===== src/rtl/module_seg_capture.sv =====
// Multiplexed 7-segment bus monitor: debounces each strobed digit, decodes the
// segment pattern back to a 4-bit code and raises a frame pulse per full scan.
module module_seg_capture #(
    parameter int N_DIGITS   = 4,
    parameter int STABLE_CYC = 4
) (
    input  logic                  clk,
    input  logic                  rst,
    input  logic [6:0]            seg_i,
    input  logic [N_DIGITS-1:0]   an_i,
    input  logic                  clear_i,
    output logic [4*N_DIGITS-1:0] digits_o,
    output logic [N_DIGITS-1:0]   dig_valid_o,
    output logic                  frame_o,
    output logic                  err_o
);

    localparam int              CW      = $clog2(STABLE_CYC + 1);
    localparam logic [CW-1:0]   CNT_MAX = CW'(STABLE_CYC);
    localparam logic [CW-1:0]   CNT_ONE = CW'(1);

    typedef enum logic [1:0] {IDLE, TRACK, HOLD} state_t;

    logic [6:0]          r_s_seg, r_p_seg;
    logic [N_DIGITS-1:0] r_s_an, r_p_an;
    logic [N_DIGITS-1:0] r_mask;
    logic [CW-1:0]       r_cnt;
    state_t              r_state;

    logic                w_change;
    logic                w_onehot;
    logic                w_capture;
    logic [3:0]          w_code;
    logic                w_legal;
    logic [N_DIGITS-1:0] w_mask_nxt;

    // Exact-match decode; anything unrecognised maps to 4'hF and is flagged.
    always_comb begin
        w_legal = 1'b1;
        case (r_s_seg)
            7'b1111110: w_code = 4'h0;
            7'b0110000: w_code = 4'h1;
            7'b1101101: w_code = 4'h2;
            7'b1111001: w_code = 4'h3;
            7'b0110011: w_code = 4'h4;
            7'b1011011: w_code = 4'h5;
            7'b1011111: w_code = 4'h6;
            7'b1110000: w_code = 4'h7;
            7'b1111111: w_code = 4'h8;
            7'b1111011: w_code = 4'h9;
            7'b0000000: w_code = 4'hA;
            default: begin
                w_code  = 4'hF;
                w_legal = 1'b0;
            end
        endcase
    end

    assign w_change   = (r_s_seg != r_p_seg) || (r_s_an != r_p_an);
    assign w_onehot   = (r_s_an != '0) && ((r_s_an & (r_s_an - N_DIGITS'(1))) == '0);
    // The edge that would take the counter to STABLE_CYC is the capture edge.
    assign w_capture  = (r_state == TRACK) && !w_change && (r_cnt == CNT_MAX - CNT_ONE);
    assign w_mask_nxt = r_mask | r_s_an;

    always_ff @(posedge clk or posedge rst) begin
        if (rst) begin
            r_s_seg     <= '0;
            r_s_an      <= '0;
            r_p_seg     <= '0;
            r_p_an      <= '0;
            r_mask      <= '0;
            r_cnt       <= '0;
            r_state     <= IDLE;
            digits_o    <= '0;
            dig_valid_o <= '0;
            frame_o     <= 1'b0;
            err_o       <= 1'b0;
        end else begin
            r_s_seg <= seg_i;
            r_s_an  <= an_i;
            r_p_seg <= r_s_seg;
            r_p_an  <= r_s_an;
            frame_o <= 1'b0;
            if (clear_i) begin
                r_mask      <= '0;
                r_cnt       <= '0;
                r_state     <= IDLE;
                digits_o    <= '0;
                dig_valid_o <= '0;
                err_o       <= 1'b0;
            end else begin
                case (r_state)
                    IDLE: begin
                        if (w_onehot) begin
                            r_state <= TRACK;
                            r_cnt   <= CNT_ONE;
                        end
                    end
                    TRACK, HOLD: begin
                        if (w_change) begin
                            if (w_onehot) begin
                                r_state <= TRACK;
                                r_cnt   <= CNT_ONE;
                            end else begin
                                r_state <= IDLE;
                                r_cnt   <= '0;
                            end
                        end else if (r_state == TRACK) begin
                            if (r_cnt != CNT_MAX)
                                r_cnt <= r_cnt + CNT_ONE;
                            if (w_capture) begin
                                r_state <= HOLD;
                                for (int k = 0; k < N_DIGITS; k++) begin
                                    if (r_s_an[k]) begin
                                        digits_o[4*k +: 4] <= w_code;
                                        dig_valid_o[k]     <= w_legal;
                                    end
                                end
                                if (!w_legal)
                                    err_o <= 1'b1;
                                if (&w_mask_nxt) begin
                                    r_mask  <= '0;
                                    frame_o <= 1'b1;
                                end else begin
                                    r_mask  <= w_mask_nxt;
                                end
                            end
                        end
                    end
                    default: begin
                        r_state <= IDLE;
                        r_cnt   <= '0;
                    end
                endcase
            end
        end
    end

endmodule

===== config.mk =====
export PLATFORM = sky130hd
export DESIGN_NAME = module_seg_capture
export DESIGN_NICKNAME = d
export VERILOG_FILES = /design/src/rtl/module_seg_capture.sv
export SDC_FILE = /design/constraint.sdc
export NUM_CORES = 1
export LEC_CHECK = 0
export CORE_MARGIN = 2
export CORE_UTILIZATION = 60
export CTS_BUF_LIST = sky130_fd_sc_hd__clkbuf_4 sky130_fd_sc_hd__clkbuf_8
export DETAILED_ROUTE_END_ITERATION = 10
export GPL_TIMING_DRIVEN = 0
export PLACE_DENSITY_LB_ADDON = 0.05
export SLEW_MARGIN = 20
export SYNTH_ARGS = -nofsm -noshare
export SYNTH_HDL_FRONTEND = slang
export SYNTH_SLANG_ARGS = --single-unit
export TNS_END_PERCENT = 20

===== constraint.sdc =====
create_clock -name clk -period 6 [get_ports clk]
set_input_delay 1.2 -clock clk [delete_from_list [all_inputs] [get_ports clk]]
set_output_delay 1.2 -clock clk [all_outputs]
set_load 0.005 [all_outputs]

==> reports/results.ini <==
[status]
status=finished clean

[synth]
synth_fp_nets=249
netlist_area_um2=2650
yosysTopAreaCell=dfrtp_1
yosysSeqAreaShare=0.501
synth_edf_count=0
ys.flop_type=dfrtp_1
syn_area_per_cell_um2=11.6
ys_warn_count=0
ys_types=57
synth_common_cells=53 x dfrtp_1, 18 x nor2_1, 11 x nand2_1
syn-instance-count=228
yosysMostFrequentCell=dfrtp_1
synth_area_leaders=dfrtp_1 50%, mux2i_1 3.4%, ha_1 3.3%
synth.top_cell.area_share=0.501
synth_seq_cells=53
async_reset_ff_frac=1.00

[clock_network]
cts_sinks=53
cts_root_buf=clkbuf_8
ctsHoldBuffers=0
cts_buffer_depth=2
clkTransAtPathRegs_ns=0.09
htreeDepth=2
cts_setup_buffers=0
cts_made_buffers=5
clock_latency_ns=0.31
cts_resized=0
tritoncts=built

[power_and_ir_drop]
ir_drop_mv=0.210
p_leak_uw=0.00139
p_per_area_nw_per_um2=235

[place]
place_congestion=0.794
port_buffers=34
hpwlAfterDp_mm=3.77
place_area_um2=3070

[die]
die_w_um=70.4
dieArea_um2=4960
rows=24
core_um2=4290
die_h_um=70.4
pin_count=36
start_util=0.616

[global_route]
grt_pass1_wl_mm=8.72
antenna_found_initial=0
track_usage=0.227
grt_start_max_net_pins=29
grt_overflow=0
grt_pass1_vias=1790

[sta]
finalHoldViolations=0
finalCriticalPeriod_ns=2.39
clock_skew_ns=0.0115
layout_worst_path_cycle_share=0.399
slew_headroom=0.559
rsz0062_at_grt=no
setup_violations=0
max_freq_ghz=0.418
tightest_slew_ns=0.655
final_max_slew_viol_count=0
tns_ns=0

[critical_path]
critPathKind=reg2out
critPathSlowestCell=clkdlybuf4s50_1
cp.required_ns=4.80
startpoint_type=flip-flop
crit_path_end_kind=primary output
r2r-end=digits_o[10]$_DFFE_PP0P_
ff2ff_setup_slack_ns=3.62
max_stage_delay_ns=0.51
path_buf_inv=1
critical_path_arrival_ns=1.19
cp_top_family=buffers and inverters
r2r_start=r_state[0]$_DFFE_PP0P_
crit_chain=clkdlybuf4s50_1
reg2reg_depth=9
crit_fanout=2

[finish]
design_area_um2=3190
nNetsFinal=291
drive_gt1_frac=0.148
syn2layout_area_growth_pct=20.6
fillers=319
diodes=0

[worst_hold_path]
min_to=r_p_seg[4]$_DFF_PP0_
whs_path_depth=0
hold_path.class=reg2reg
worstHoldStart=r_s_seg[4]$_DFF_PP0_

[drt]
drtPass1Iterations=4
via_per_inst=5.68
routed_wl_mm=5.17
postRouteAntennaNets=0
drt_iter0_drc=83
routedWlPerCell_um=16.0
drc=0
num_vias=1835

[flow_run]
drv_cap=0

layout by cell type, fill, tap and decap left out, types with 3 or more instances in the layout:
cell type | Yosys | final
dfrtp_1 | 53 | 53
ha_1 | 7 | 7
xnor2_1 | 7 | 7
nor2_1 | 18 | 18
clkdlybuf4s50_1 | 0 | 34
nand2_1 | 11 | 11
and2_1 | 4 | 4
xnor2_2 | 4 | 4
o21a_1 | 4 | 4
a31oi_1 | 4 | 4
o21ai_0 | 5 | 5
clkbuf_8 | 0 | 6
nand4_1 | 3 | 3
nor3_1 | 5 | 5
inv_1 | 8 | 7
o211ai_1 | 3 | 3
nor2b_1 | 3 | 3
mux2_1 | 5 | 5
a21oi_1 | 3 | 3
buf_4 | 6 | 6
buf_6 | 4 | 4
mux2i_1 | 9 | 9
or2_4 | 3 | 3
a211oi_1 | 3 | 3
nand3_1 | 8 | 8
clkbuf_1 | 4 | 4
flip-flops by register name, indices dropped and copies added (netlist names):
register and cells:
err_o 1, r_state 2, frame_o 1, r_p_seg 7, digits_o 16, r_s_an 4, r_s_seg 7, r_cnt 3
r_mask 4, r_p_an 4, dig_valid_o 4
cell families (layout without fill, tap and decap cells):
| kind of cell | after synthesis | in the layout | share of synthesized area |
|---|---|---|---|
| adder cells (fa/ha/maj) | 7 | 7 | 0.0331 |
| flip-flops | 53 | 53 | 0.501 |
| buffers and inverters | 22 | 65 | 0.0511 |
| AO/OA/AOI/OAI | 38 | 38 | 0.109 |
| multiplexers | 18 | 18 | 0.0752 |
| AND/OR/NAND/NOR | 77 | 77 | 0.176 |
| XOR/XNOR | 13 | 13 | 0.0544 |
final cells by class:
class,instances,area [um^2],share of cell area
clock buffer,7,90.1,0.0282
inverter,8,30.0,0.00941
buffer,14,105,0.0329
multi-input combinational,153,1180,0.371
clock inverter,1,30.0,0.00941
timing repair buffer,35,360,0.113
tap,52,65.1,0.0204
sequential,53,1330,0.416
per-stage QoR:
step | setup WS, ns | std cells | hold slack, ns | power (uW) | utilization
2_1_floorplan | 3.51 | 228 | 0.355 | 464 | -
3_3_place_gp | 2.55 | 314 | 0.358 | 497 | 0.710
3_5_place_dp | 3.30 | 315 | 0.360 | 502 | 0.715
4_1_cts | 3.59 | 323 | 0.379 | 754 | 0.743
5_1_grt | 3.44 | 323 | 0.401 | 779 | 0.743
6_report | 3.61 | 323 | 0.378 | 749 | 0.743
report_power, final:
group	internal (uW)	switching [uW]	total [uW]	leakage, uW
Combinational	52.9	56.4	109	0.000650
Sequential	372	12.6	385	0.000674
Clock	141	114	254	0.0000619
metal layers:
| layer | vias up | GRT usage | wire length [um] |
|---|---|---|---|
| met1 | 906 | 0.306 | 2240 |
| met2 | 41 | 0.379 | 2660 |
| met4 | 0 | 0.0577 | 39 |
| met5 | - | 0 | 0 |
| met3 | 4 | 0.0433 | 238 |
| li1 | 884 | - | - |
worst max-delay path by stage:
stage | cells after the start | slack (ns) | startpoint | to
final | 1 | 3.61 | digits_o[7]$_DFFE_PP0P_ | digits_o[7]
after CTS | 1 | 3.59 | digits_o[7]$_DFFE_PP0P_ | digits_o[7]
after detailed placement | 4 | 3.30 | clear_i | digits_o[0]$_DFFE_PP0P_
after floorplan | 1 | 3.51 | rst | dig_valid_o[0]$_DFFE_PP0P_
after global placement | 2 | 2.55 | rst | digits_o[3]$_DFFE_PP0P_
after global routing | 4 | 3.44 | clear_i | digits_o[9]$_DFFE_PP0P_
Power figures use the tool's default switching activity.
